==> src/rtl/dmux_pkg.sv <==
// dmux_pkg: shared helpers for the valid/ready stream demultiplexer.
`define DMUX_SLICE(i, w) (i)*(w) +: (w)
package dmux_pkg;
  function automatic int clog2(input int n);
    int r;
    r = 0;
    while ((1 << r) < n) r++;
    return r;
  endfunction
endpackage

==> src/rtl/dmux_chan_reg.sv <==
// dmux_chan_reg: one-entry output buffer; a load wins over a drain so refill keeps full rate.
module dmux_chan_reg #(
  parameter int WIDTH = 16
) (
  input  logic             clk,
  input  logic             rst_n,
  input  logic             ld,
  input  logic [WIDTH-1:0] d,
  output logic             valid,
  input  logic             ready,
  output logic [WIDTH-1:0] q
);
  logic             valid_q, valid_d;
  logic [WIDTH-1:0] data_q, data_d;
  always_comb begin
    valid_d = ld | (valid_q & ~ready);
    data_d  = ld ? d : data_q;
  end
  always_ff @(posedge clk or negedge rst_n) begin
    if (!rst_n) begin
      valid_q <= 1'b0;
      data_q  <= '0;
    end else begin
      valid_q <= valid_d;
      data_q  <= data_d;
    end
  end
  assign valid = valid_q;
  assign q     = data_q;
endmodule

==> src/rtl/dmux_stream.sv <==
// dmux_stream: registered 1-to-NWAYS demux with per-channel valid/ready and broadcast.
module dmux_stream import dmux_pkg::*; #(
  parameter  int WIDTH = 16,
  parameter  int NWAYS = 4,
  localparam int SEL_W = clog2(NWAYS)
) (
  input  logic                   clk,
  input  logic                   rst_n,
  input  logic                   in_valid,
  output logic                   in_ready,
  input  logic [SEL_W-1:0]       in_sel,
  input  logic                   in_bcast,
  input  logic [WIDTH-1:0]       in_data,
  output logic [NWAYS-1:0]       out_valid,
  input  logic [NWAYS-1:0]       out_ready,
  output logic [NWAYS*WIDTH-1:0] out_data,
  output logic                   err
);
  logic [NWAYS-1:0] can_ld, dec, ld;
  logic             sel_ok, xfer, err_q, err_d;
  // An out-of-range select decodes to all zeros, which is what marks the word as droppable.
  always_comb begin
    can_ld = ~out_valid | out_ready;
    for (int i = 0; i < NWAYS; i++) dec[i] = in_sel == SEL_W'(i);
    sel_ok   = |dec;
    in_ready = in_bcast ? &can_ld : (sel_ok ? |(dec & can_ld) : 1'b1);
    xfer     = in_valid & in_ready;
    ld       = xfer ? (in_bcast ? {NWAYS{1'b1}} : dec) : '0;
    err_d    = xfer & ~in_bcast & ~sel_ok;
  end
  always_ff @(posedge clk or negedge rst_n) begin
    if (!rst_n) err_q <= 1'b0;
    else        err_q <= err_d;
  end
  assign err = err_q;
  for (genvar g = 0; g < NWAYS; g++) begin : g_ch
    dmux_chan_reg #(.WIDTH(WIDTH)) u_ch (
      .clk   (clk),
      .rst_n (rst_n),
      .ld    (ld[g]),
      .d     (in_data),
      .valid (out_valid[g]),
      .ready (out_ready[g]),
      .q     (out_data[`DMUX_SLICE(g, WIDTH)])
    );
  end
endmodule

==> config.mk <==
export PLATFORM = sky130hd
export DESIGN_NAME = dmux_stream
export DESIGN_NICKNAME = d
export VERILOG_FILES = /design/src/rtl/dmux_pkg.sv /design/src/rtl/dmux_chan_reg.sv /design/src/rtl/dmux_stream.sv
export SDC_FILE = /design/constraint.sdc
export NUM_CORES = 1
export LEC_CHECK = 0
export ABC_AREA = 1
export CORE_MARGIN = 2
export CORE_UTILIZATION = 41
export DETAILED_ROUTE_END_ITERATION = 12
export PLACE_DENSITY = 0.76
export SYNTH_ARGS = -nofsm -noshare
export SYNTH_HDL_FRONTEND = slang
export SYNTH_HIERARCHICAL = 1
export SYNTH_SLANG_ARGS = --single-unit
==> constraint.sdc <==
create_clock -name clk -period 1.5 [get_ports clk]
set_input_delay 0.3 -clock clk [delete_from_list [all_inputs] [get_ports clk]]
set_output_delay 0.3 -clock clk [all_outputs]
set_load 0.005 [all_outputs]
* Yosys cells after proc, flatten, opt, wreduce, memory -nomap -nowiden *
Index checks and enable logic that the tools add are counted.

storage, ports and cells
  register bits = 69
  output and inout port bits = 70
  logic and storage cells = 40

operators by class
  eq/ne operators = 3
  multiplexer cells = 4
  bitwise operators = 20
  reduce and logical (&&, ||, !) cells = 4

operator list
  cell                number
  $mux 4              2
  $reduce_or 4->1     2
  $and 1x1->1         7
  $not 1->1           6
  $and 4x4->4         1
  $eq 2x2->1 const B  2
  $not 4->4           1
  $or 1x1->1          4
  $or 4x4->4          1
  $reduce_and 4->1    1
  $eq 2x1->1 const B  1
  $logic_not 2->1     1
  $mux 1              2

* Longest topological paths before layout *
Gate-level depths: netlist of the first run.

  depth after elaboration = 9
  depth in mapped cells = 13
  mapped depth without buffers = 11

* By module *
The synthesis of the first run kept the hierarchy.

by module, submodules not included
  module         times used  cells an instance  area each (um^2)  seq. area each (um^2)
  dmux_chan_reg  4           72                 675.6             425.4
  dmux_stream    1           43                 203.9             25.0

* Worst setup path after synthesis of the first run *
OpenSTA, ideal clock, no wires.

  kind = flip-flop to flip-flop
  start point = register g_ch[3].u_ch.valid_q
  end point = register g_ch[0].u_ch.data_q[3]
  arrival = 1.295 ns
  data required time = 1.384 ns
  slack = 0.089 ns
  stages on the path, launching flop included = 13
  path buffers = 2
  cell sequence = dfrtp_1 -> inv_1 -> nor2_1 -> nand2_1 -> nand2_1 -> nor2_2 -> nand3_2 -> nor2_1 -> buf_6 -> inv_8 -> buf_8 -> nand2_1 -> nand2_1

between the ends
  cells in the longest elaborated chain, start to end = 8
  elaborated cells between the ends (all ways) = 9
  classes of those cells = mux (3); bitwise (4); reduce/logical (2)

RTL lines
  item                    line                 RTL
  from (decl)             dmux_chan_reg.sv:13  logic valid_q, valid_d;
  from (signal assigned)  dmux_chan_reg.sv:24  valid_q <= valid_d;
  $not 4->4 (*)           dmux_stream.sv:23    can_ld = ~out_valid | out_ready;
  $or 4x4->4 (*)          dmux_stream.sv:23
  $and 4x4->4             dmux_stream.sv:26    in_ready = in_bcast ? &can_ld : (sel_ok ? |(dec & can_ld) : 1'b1);
  $reduce_or 4->1         dmux_stream.sv:26
  $mux 1                  dmux_stream.sv:26
  $mux 1 (*)              dmux_stream.sv:26
  $and 1x1->1 (*)         dmux_stream.sv:27    xfer = in_valid & in_ready;
  $mux 4 (*)              dmux_stream.sv:28    ld = xfer ? (in_bcast ? {NWAYS{1'b1}} : dec) : '0;
  named net ld[0]         dmux_stream.sv:19    logic [NWAYS-1:0] can_ld, dec, ld;
  to (signal assigned)    dmux_chan_reg.sv:25  data_q <= data_d;
  to (decl)               dmux_chan_reg.sv:14  logic [WIDTH-1:0] data_q, data_d;

Mark *: on every way through the listed nets, which the timed path passes. The rest lies on a longest branch.
A chain may end at the register's enable or synchronous reset.

* Worst setup path in the final report of the first run *
  start point = register g_ch[0].u_ch.valid_q
  end point = output in_ready

between the ends
  cells in the longest elaborated chain, start to end = 6
  elaborated cells between the ends (all ways) = 7
  classes of those cells = mux (2); bitwise (3); reduce/logical (2)

RTL lines
  item                    line                 RTL
  from (decl)             dmux_chan_reg.sv:13
  from (signal assigned)  dmux_chan_reg.sv:24
  $not 4->4 (*)           dmux_stream.sv:23
  $or 4x4->4 (*)          dmux_stream.sv:23
  $and 4x4->4             dmux_stream.sv:26
  $reduce_or 4->1         dmux_stream.sv:26
  $mux 1                  dmux_stream.sv:26
  $mux 1 (*)              dmux_stream.sv:26
  to (decl)               dmux_stream.sv:10    output logic in_ready,

Mark *: on every way between the ends. The rest lies on a longest branch, timed or not.

==> reports/metrics.cfg, run 1 <==
[sta]
finalCritPeriodShare_pct=109
slew_viol_final=0
hold_viol_final=0
setup_viol_count_final=66
worst_slack_ns=-0.137
skew_ns=0.00666
fin_crit_ns=1.64
holdWs_ns=0.425
fmax_mhz=611
rsz0062_at_grt=yes

[critical_path]
cpMaxStageDelayCell=dfrtp_1
worst_r2r_path_depth=13
crit-reg2reg-launch=g_ch[0].u_ch/valid$_DFF_PN0_
critPathCaptureType=primary output
r2r_slack_ns=-0.12
arrival_ns=1.34
path_max_fanout=3
crit_chain=inv_1, nor2_1, nand2_1, nand2_2, buf_4, nor3_2, buf_2
critical_path_required_ns=1.20
reg2reg_to=g_ch[2].u_ch/q[15]$_DFFE_PN0P_
critical_path.top_delay_family=flip-flops
path_class=reg -> out
max_stage_delay_ns=0.40
start_kind=register
critPathBufInv=3

[synthesis]
synth-main-ff-cell=dfrtp_1
yosysTopAreaCell=dfrtp_1
seq_area_frac_synth_pct=59.4
syn-instance-count=331
synth.area.top_cells=dfrtp_1 59%, nand2_1 26%, nand2_2 3.2%
synth-edff-count=0
synth.top_cell.area_share_pct=59.4
synth_fp_nets=357
synth_area_um2=2910
async_flop_share_pct=100
yosysMostFrequentCell=nand2_1
ys_warn_count=6
synth_cell_types=16
synth-seq-cells=69
synthTopCellsByCount=199 x nand2_1, 69 x dfrtp_1, 15 x nand2_2, 14 x inv_1, 10 x nor2_1
syn_avg_cell_area_um2=8.78

[job]
drv_cap=0

[min_path]
worstHoldStart=out_ready[3]
worstHoldPathCells=4
hold_path_class=in -> reg
min_to=g_ch[3].u_ch/valid$_DFF_PN0_

[power_and_ir_drop]
ir_worst_vdd_v=0.000779
p_leak_nw=2.75
power_density_nw_per_um2=1440
sequentialPowerShare_pct=38.9
p_sw_mw=2.02
combPwrFrac_pct=34.3
swShare_pct=29.5
clkPwrFrac_pct=26.9
p_int_mw=4.82

[floorplanning]
rows=30
die-width_um=88.2
io_pins=96
fp.dieH_um=88.2
coreArea_um2=6830
start_util_pct=42.5
die_area_um2=7780

[route]
via_per_inst=4.59
wl_mm=8.55
vias=2643
dr.first_iter.drc_count=118
antenna_left=0
drtPass1Iterations=4
route.detailed.drc=0
wl_per_cell_um=14.8

[clock_network]
cts_tree=done
root_buffer=clkbuf_8
clkSinkCount=69
clock_path_buffers=2
clock_latency_ns=0.33
path_clk_slew_ns=0.07
numCtsBuffers=9
cts.htree.levels=3

[global_routing]
grt_max_degree=70
track_usage_pct=22.7
overflow=0
antenna_found_initial=0
grt_pass1_vias=2660
grt_pass1_wl_mm=13.1

[placement]
place_ws_ns=-0.611
dpl.hpwl_mm=5.35
port_buffers=95
place_congestion=0.789

[final_layout]
antenna_cells=0
fill_cells=547
drive_gt1_share_pct=27.1
nets=501
syn2layout_area_growth_pct=63.2

[run_status]
failed_checks=negative setup slack
status=finished, violations left

-- stage by stage --
step	cell area [um2]	total power, mW	std cells	setup TNS, ns	util, %
4_1_cts	4630	6.80	573	-5.31	67.8
3_5_place_dp	4060	4.86	530	-36.16	59.5
6_report	4740	6.84	576	-5.79	69.4
5_1_grt	4740	7.21	576	-11.79	69.4
2_1_floorplan	2910	3.41	331	0	-
3_3_place_gp	4060	4.81	530	-31.64	59.5
-- repair_timing --
action                                  4_1_cts  5_1_grt
hold buffers                                  1        0
gates resized for setup                     106       39
pin swaps                                    19       16
endpoints found under the setup margin      131       85
setup buffers                                24        4
hold endpoints to repair                     69        0
cloned                                        2        0
-- logic make-up (layout without fill, tap and decap cells) --
| logic type | Yosys count | after routing | share of synthesized area, % |
|---|---|---|---|
| AO/OA/AOI/OAI | 2 | 2 | 0.344 |
| flip-flops | 69 | 69 | 59.4 |
| other | 1 | 1 | 0.129 |
| buffers and inverters | 32 | 181 | 9.17 |
| AND/OR/NAND/NOR | 227 | 227 | 31.0 |
-- flip-flops by register name, indices dropped and copies added (netlist names) --
signal           cells
g_ch.u_ch/valid      4
g_ch.u_ch/q         64
err                  1
-- worst max-delay path by stage --
| stage | start | endpoint | slack, ns | cells after the start |
|---|---|---|---|---|
| global placement | in_sel[0] | in_ready | -0.57 | 8 |
| detailed placement | in_sel[0] | in_ready | -0.61 | 8 |
| floorplan | g_ch[3].u_ch/valid$_DFF_PN0_ | g_ch[0].u_ch/q[3]$_DFFE_PN0P_ | 0.09 | 12 |
| global route | g_ch[0].u_ch/valid$_DFF_PN0_ | g_ch[2].u_ch/q[4]$_DFFE_PN0P_ | -0.22 | 13 |
| CTS | g_ch[0].u_ch/valid$_DFF_PN0_ | g_ch[2].u_ch/q[1]$_DFFE_PN0P_ | -0.13 | 13 |
| finish | g_ch[0].u_ch/valid$_DFF_PN0_ | in_ready | -0.14 | 7 |
-- cells in the final DEF (no fill, tap or decap), types with 2 or more instances in the layout --
master	n
buf_12	12
buf_2	2
buf_4	30
buf_6	6
bufinv_16	3
clkbuf_1	2
clkbuf_8	10
clkdlybuf4s50_1	21
clkinv_2	2
dfrtp_1	69
dlygate4sd2_1	57
dlymetal6s2s_1	14
inv_1	14
inv_12	2
inv_8	2
nand2_1	163
nand2_2	44
nand2_4	7
nor2_1	7
nor2_4	3
-- power by group through the flow --
stage | logic, mW | clock network, mW | registers [mW]
3_3_place_gp | 2.10 | 0 | 2.71
6_report | 2.34 | 1.84 | 2.66
4_1_cts | 2.29 | 1.86 | 2.65
5_1_grt | 2.54 | 1.95 | 2.72
2_1_floorplan | 0.673 | 0 | 2.73
3_5_place_dp | 2.15 | 0 | 2.72
-- worst reg2reg max path, cell delays in order (launching register included) --
cell and delay, ns:
dfrtp_1 0.40, inv_1 0.07, nor2_1 0.05, nand2_1 0.07
nand2_2 0.06, buf_6 0.11, nor2_4 0.09, nand3_4 0.12
nor2_4 0.10, buf_6 0.14, buf_12 0.13, inv_16 0.05
nand2_1 0.06, nand2_1 0.05
-- routing by layer --
layer | wire (um) | up-vias | track usage, % | share of wire [%]
li1 | - | 1265 | - | -
met1 | 3450 | 1280 | 28.4 | 40
met2 | 4510 | 76 | 39.2 | 53
met3 | 309 | 22 | 3.20 | 3.6
met4 | 277 | 0 | 10.2 | 3.2
met5 | 0 | - | 0 | 0
-- final cells by class --
type                       instances  area, um2  area share, %
clock buffer                      12        145           3.06
timing repair inverter             1       16.3          0.343
inverter                          20        120           2.53
multi-input combinational        230       1080           22.7
clock inverter                     4       95.1           2.00
tap                               96        120           2.53
sequential                        69       1730           36.4
timing repair buffer             144       1440           30.4
No activity file was read; power rests on OpenSTA's default activity.
==> run 2, diff against run 1 <==
--- a/config.mk
+++ b/config.mk
@@ -14,3 +14,4 @@
 export SYNTH_HDL_FRONTEND = slang
 export SYNTH_HIERARCHICAL = 1
 export SYNTH_SLANG_ARGS = --single-unit
+export TNS_END_PERCENT = 50
==> reports/metrics.cfg, run 2 (same netlist as run 1, synthesis figures left out) <==
[floorplanning]
fp.dieH_um=88.2  ; unchanged
die-width_um=88.2  ; unchanged
die_area_um2=7780  ; unchanged
io_pins=96  ; unchanged
rows=30  ; unchanged
start_util_pct=42.5  ; unchanged
coreArea_um2=6830  ; unchanged

[final_layout]
final_common_cell=nand2_1  ; unchanged
nets=478  ; was 501
seqCellArea_um2=1730  ; unchanged
antenna_cells=0  ; unchanged
syn2layout_area_growth_pct=55.7  ; was 63.2%
final_area_um2=4530  ; was 4740 um2
drive_gt1_share_pct=21.9  ; was 27.1%
multi_input_area_um2=1040  ; was 1080 um2
largest_reg_flops=64  ; unchanged
fill_cells=568  ; was 547
layout_common_cells=171 x nand2_1, 69 x dfrtp_1, 66 x dlygate4sd2_1  ; was 163 x nand2_1, 69 x dfrtp_1, 57 x dlygate4sd2_1
utilization_pct=66.3  ; was 69.4%

[run_status]
failed_checks=negative setup slack  ; unchanged
status=finished, violations left  ; unchanged

[global_routing]
overflow=0  ; unchanged
track_usage_pct=21.7  ; was 22.7%
grt_max_degree=70  ; unchanged
grt_pass1_vias=2518  ; was 2660
grt_pass1_wl_mm=12.5  ; was 13.1 mm
antenna_found_initial=0  ; unchanged

[clock_network]
root_buffer=clkbuf_8  ; unchanged
numCtsBuffers=9  ; unchanged
clkSinkCount=69  ; unchanged
path_clk_slew_ns=0.08  ; was 0.07 ns
cts.htree.levels=3  ; unchanged
clock_path_buffers=2  ; unchanged
clock_latency_ns=0.33  ; about the same
cts_tree=done  ; unchanged

[sta]
finalCritPeriodShare_pct=109  ; about the same
fin_crit_ns=1.64  ; about the same
worst_slack_ns=-0.137  ; about the same
setup_viol_count_final=66  ; unchanged
skew_ns=0.00799  ; was 0.00666 ns
fmax_mhz=611  ; about the same
rsz0062_at_grt=yes  ; unchanged
slew_viol_final=0  ; unchanged
hold_viol_final=0  ; unchanged

[route]
vias=2496  ; was 2643
via_per_inst=4.51  ; was 4.59
antenna_left=0  ; unchanged
route.detailed.drc=0  ; unchanged
drtPass1Iterations=4  ; unchanged
dr.first_iter.drc_count=82  ; was 118
wl_per_cell_um=14.4  ; was 14.8 um
wl_mm=7.94  ; was 8.55 mm

[power_and_ir_drop]
p_sw_mw=1.91  ; was 2.02 mW
power_density_nw_per_um2=1430  ; was 1440 nW/um2
clkPwrFrac_pct=28.1  ; was 26.9%
ir_worst_vdd_v=0.000782  ; was 0.000779 V
combPwrFrac_pct=30.6  ; was 34.3%
swShare_pct=29.4  ; was 29.5%
sequentialPowerShare_pct=41.3  ; was 38.9%
p_int_mw=4.59  ; was 4.82 mW
p_leak_nw=2.55  ; was 2.75 nW

[critical_path]
arrival_ns=1.85  ; was 1.34 ns
path_max_fanout=17  ; was 3
crit-reg2reg-launch=g_ch[3].u_ch/valid$_DFF_PN0_  ; was g_ch[0].u_ch/valid$_DFF_PN0_
r2r_slack_ns=-0.14  ; was -0.12 ns
reg2reg_to=g_ch[2].u_ch/q[4]$_DFFE_PN0P_  ; was g_ch[2].u_ch/q[15]$_DFFE_PN0P_
worst_r2r_path_depth=13  ; unchanged
start_kind=register  ; unchanged
path_class=reg -> reg  ; was reg -> out
critical_path_required_ns=1.72  ; was 1.20 ns
critPathCaptureType=register  ; was primary output

[min_path]
worstHoldPathCells=4  ; unchanged
worstHoldStart=out_ready[3]  ; unchanged
min_to=g_ch[3].u_ch/valid$_DFF_PN0_  ; unchanged
hold_path_class=in -> reg  ; unchanged

[placement]
port_buffers=95  ; unchanged
dpl.hpwl_mm=5.35  ; unchanged
dpl_cell_area_um2=4060  ; unchanged
place_ws_ns=-0.611  ; unchanged
place_congestion=0.789  ; unchanged

[job]
drv_cap=0  ; unchanged

run 2: layout make-up:
class / count / area share [%]
clock buffers: 12 / 3.21
clock inverters: 4 / 2.10
inverters: 20 / 2.65
multi-input cells: 230 / 23.1
flip-flops and latches: 69 / 38.1
well taps: 96 / 2.65
repair buffers: 121 / 27.8
repair inverters: 1 / 0.359
run 2: power by group through the flow:
stage               clock network [mW]  logic, mW  registers [mW]
detailed placement                   0       2.15            2.72
floorplan                            0      0.673            2.73
global placement                     0       2.10            2.71
finish                            1.83       1.99            2.68
CTS                               1.86       1.98            2.68
global route                      1.94       2.19            2.74
run 2: routing by layer:
layer | GRT usage [%] | wire length [um] | up-vias | part of all wire, %
met5 | 0 | 0 | - | 0
met4 | 9.64 | 124 | 0 | 1.6
met3 | 3.20 | 243 | 9 | 3.1
met2 | 37.3 | 4230 | 56 | 53
met1 | 27.2 | 3340 | 1206 | 42
li1 | - | - | 1225 | -
run 2: worst max-delay path: stages, from the launching register on:
cell and delay (ns):
dfrtp_1 0.41, inv_1 0.06, nor2_1 0.03, nand2_1 0.08, nand2_2 0.07, buf_6 0.12
nor2_4 0.09, nand3_4 0.12, nor2_4 0.10, buf_6 0.14, buf_12 0.13, inv_16 0.05
nand2_1 0.05, nand2_1 0.06
run 2: worst max path at each step:
stage / from / end / slack (ns) / cells after the start
after floorplan: g_ch[3].u_ch/valid$_DFF_PN0_ / g_ch[0].u_ch/q[3]$_DFFE_PN0P_ / 0.09 / 12
after global placement: in_sel[0] / in_ready / -0.57 / 8
after detailed placement: in_sel[0] / in_ready / -0.61 / 8
after CTS: g_ch[0].u_ch/valid$_DFF_PN0_ / g_ch[2].u_ch/q[1]$_DFFE_PN0P_ / -0.14 / 13
after global routing: g_ch[3].u_ch/valid$_DFF_PN0_ / g_ch[2].u_ch/q[6]$_DFFE_PN0P_ / -0.23 / 13
final: g_ch[3].u_ch/valid$_DFF_PN0_ / g_ch[2].u_ch/q[4]$_DFFE_PN0P_ / -0.14 / 13
run 2: metrics by stage:
| step | std cells | hold slack [ns] | setup TNS, ns | power (mW) |
|---|---|---|---|---|
| finish | 553 | 0.415 | -5.69 | 6.49 |
| global placement | 530 | 0.348 | -31.64 | 4.81 |
| CTS | 552 | 0.371 | -5.82 | 6.52 |
| global route | 553 | 0.422 | -12.03 | 6.86 |
| detailed placement | 530 | 0.353 | -36.16 | 4.86 |
| floorplan | 331 | 0.00441 | 0 | 3.41 |
run 2: what timing repair did:
item	in CTS	in global routing
hold endpoints to repair	69	0
gates resized for setup	113	23
hold buffers	1	0
buffers inserted	3	1
cloned	2	0
pin swaps	19	9
setup endpoints to repair	131	75
==> run 3, diff against run 2 <==
--- a/config.mk
+++ b/config.mk
@@ -6,10 +6,9 @@
 export NUM_CORES = 1
 export LEC_CHECK = 0
 export ABC_AREA = 1
-export CORE_MARGIN = 2
-export CORE_UTILIZATION = 41
+export CORE_UTILIZATION = 46
 export DETAILED_ROUTE_END_ITERATION = 12
-export PLACE_DENSITY = 0.76
+export PLACE_DENSITY = 0.8
 export SYNTH_ARGS = -nofsm -noshare
 export SYNTH_HDL_FRONTEND = slang
 export SYNTH_HIERARCHICAL = 1
==> constraint.sdc (replaced) <==
create_clock -name clk -period 1.6 [get_ports clk]
set_input_delay 0.32 -clock clk [delete_from_list [all_inputs] [get_ports clk]]
set_output_delay 0.32 -clock clk [all_outputs]
set_load 0.005 [all_outputs]
==> reports/metrics.cfg, run 3 (same netlist as run 1, synthesis figures left out) <==
[final_layout]
layout_common_cells=181 x nand2_1, 82 x clkdlybuf4s50_1, 69 x dfrtp_1  ; was 171 x nand2_1, 69 x dfrtp_1, 66 x dlygate4sd2_1
antenna_cells=0  ; unchanged
largest_reg_flops=64  ; unchanged
nets=471  ; was 478
syn2layout_area_growth_pct=50.2  ; was 55.7%
final_area_um2=4370  ; was 4530 um2
drive_gt1_share_pct=18.5  ; was 21.9%
final_common_cell=nand2_1  ; unchanged
fin_cells=524  ; was 553

[placement]
dpl.hpwl_mm=5.11  ; was 5.35 mm
dpl_cell_area_um2=3960  ; was 4060 um2
placedCellCount=505  ; was 530
port_buffers=95  ; unchanged
place_congestion=0.804  ; was 0.789

[route]
via_per_inst=4.85  ; was 4.51
drtPass1Iterations=4  ; unchanged
wl_per_cell_um=15.0  ; was 14.4 um
vias=2542  ; was 2496
wl_mm=7.88  ; was 7.94 mm
route.detailed.drc=0  ; unchanged
antenna_left=0  ; unchanged
dr.first_iter.drc_count=211  ; was 82

[critical_path]
cpMaxStageDelayCell=dfrtp_1  ; unchanged
critPathBufInv=4  ; was 5
cp-startpoint=g_ch[3].u_ch/valid$_DFF_PN0_  ; unchanged
crit-reg2reg-launch=g_ch[3].u_ch/valid$_DFF_PN0_  ; unchanged
cp_common_cell=nand2_1  ; unchanged
start_kind=register  ; unchanged
reg2reg_to=g_ch[0].u_ch/q[14]$_DFFE_PN0P_  ; was g_ch[2].u_ch/q[4]$_DFFE_PN0P_
arrival_ns=1.91  ; was 1.85 ns
critPathCaptureType=register  ; unchanged
worst_r2r_path_depth=12  ; was 13
crit_chain=inv_2, nor2_2, nand2_1, nand2_2, buf_6, nor2_4, nand3_4, nor2_4, buf_12, buf_6, nand2_1, nand2_1  ; was inv_1, nor2_1, nand2_1, nand2_2, buf_6, nor2_4, nand3_4, nor2_4, buf_6, buf_12, inv_16, nand2_1, nand2_1
critical_path.top_delay_family=simple AND/OR/NAND/NOR gates  ; unchanged
max_stage_delay_ns=0.41  ; about the same
r2r_slack_ns=-0.04  ; was -0.14 ns
critical_path_required_ns=1.88  ; was 1.72 ns
path_class=reg -> reg  ; unchanged
path_max_fanout=8  ; was 17

[global_routing]
grt_use_met3_pct=6.22  ; was 3.20%
track_usage_pct=24.2  ; was 21.7%
use_met1_pct=29.8  ; was 27.2%
antenna_found_initial=0  ; unchanged
met2_usage_pct=40.4  ; was 37.3%
grt_pass1_wl_mm=11.6  ; was 12.5 mm
gr-max-usage-layer=met2  ; unchanged
overflow=0  ; unchanged
grt_pass1_vias=2434  ; was 2518
grt_max_degree=70  ; unchanged

[min_path]
hold_path_class=in -> reg  ; unchanged
min_to=g_ch[1].u_ch/valid$_DFF_PN0_  ; was g_ch[3].u_ch/valid$_DFF_PN0_
worstHoldStart=out_ready[1]  ; was out_ready[3]
worstHoldPathCells=4  ; unchanged

[sta]
slew_viol_final=0  ; unchanged
worst_slack_ns=-0.0367  ; was -0.137 ns
skew_ns=0.00730  ; was 0.00799 ns
rsz0062_at_grt=yes  ; unchanged
fmax_mhz=611  ; about the same
holdWs_ns=0.343  ; was 0.415 ns
hold_viol_final=0  ; unchanged
finalCritPeriodShare_pct=102  ; was 109%
setup_viol_count_final=8  ; was 66
fin_crit_ns=1.64  ; about the same

[run_status]
failed_checks=negative setup slack  ; unchanged
status=finished, violations left  ; unchanged

[job]
drv_cap=0  ; unchanged

[power_and_ir_drop]
p_leak_nw=2.28  ; was 2.55 nW
ir_worst_vdd_v=0.000790  ; was 0.000782 V
power_density_nw_per_um2=1430  ; about the same
p_total_mw=6.24  ; was 6.49 mW

[clock_network]
clock_latency_ns=0.34  ; was 0.33 ns
clkSinkCount=69  ; unchanged
cts_tree=done  ; unchanged
root_buffer=clkbuf_8  ; unchanged
cts.htree.levels=3  ; unchanged
path_clk_slew_ns=0.07  ; was 0.08 ns
clock_path_buffers=2  ; unchanged
numCtsBuffers=9  ; unchanged

[floorplanning]
rows=28  ; was 30
start_util_pct=48.5  ; was 42.5%
coreArea_um2=5990  ; was 6830 um2
fp.dieH_um=81.5  ; was 88.2 um
die-width_um=81.5  ; was 88.2 um
die_area_um2=6640  ; was 7780 um2
io_pins=96  ; unchanged

==> run 3: cell types whose count changed in the layout (fill, tap and decap cells not counted), moves of 3 or more <==
cell	change
buf_12	-7
clkdlybuf4s50_1	+62
dlygate4sd2_1	-60
nand2_1	+10
nand2_2	-7
nand2_4	-3
==> run 3: how the worst max path moves through the flow <==
stage / to / cells after the start
CTS: in_ready / 5
detailed placement: in_ready / 8
finish: g_ch[0].u_ch/q[14]$_DFFE_PN0P_ / 12
global route: g_ch[0].u_ch/q[14]$_DFFE_PN0P_ / 12
global placement: in_ready / 8
floorplan: g_ch[0].u_ch/q[3]$_DFFE_PN0P_ / 12
==> run 3: area by class of cell <==
class                      count  area [um2]
sequential                    69        1730
clock buffer                  10         128
timing repair inverter         2        17.5
inverter                      20         111
multi-input combinational    230        1010
clock inverter                 5         100
tap                           75        93.8
timing repair buffer         113        1180
fill                         443        1630
==> run 3: stage by stage <==
| stage | setup TNS, ns | worst slack [ns] | utilization, % |
|---|---|---|---|
| 3_3_place_gp | -26.06 | -0.506 | 66.0 |
| 6_report | -0.0928 | -0.0367 | 72.9 |
| 5_1_grt | -4.64 | -0.147 | 72.9 |
| 3_5_place_dp | -29.98 | -0.529 | 66.0 |
| 4_1_cts | -0.0365 | -0.0365 | 70.5 |
| 2_1_floorplan | 0 | 0.189 | - |
==> run 3: power by group <==
group / total (mW) / switching (mW) / leakage [nW] / internal (mW)
clock network: 1.65 / 0.632 / 0.116 / 1.02
logic: 2.05 / 0.846 / 1.31 / 1.21
registers: 2.54 / 0.310 / 0.856 / 2.23
total: 6.24 / 1.79 / 2.28 / 4.46
==> run 3: per-layer routing <==
metal	up-vias	share of wire, %
li1	1209	-
met1	1236	40
met2	81	53
met3	16	5.7
met4	0	1.8
met5	-	0
==> run 3: worst reg2reg max path: cells and delay by family (launching register included) <==
kind	cells	cell delay, ns
simple gates	8	0.70
flops	1	0.41
buf+inv	4	0.46
==> run 3: timing repair <==
action | 4_1_cts | 5_1_grt
cloned | 0 | 2
endpoints found under the setup margin | 69 | 68
setup buffers | 0 | 1
endpoints found under the hold margin | 11 | 0
pin swaps | 2 | 27
gates resized for setup | 21 | 38
hold buffers | 1 | 0
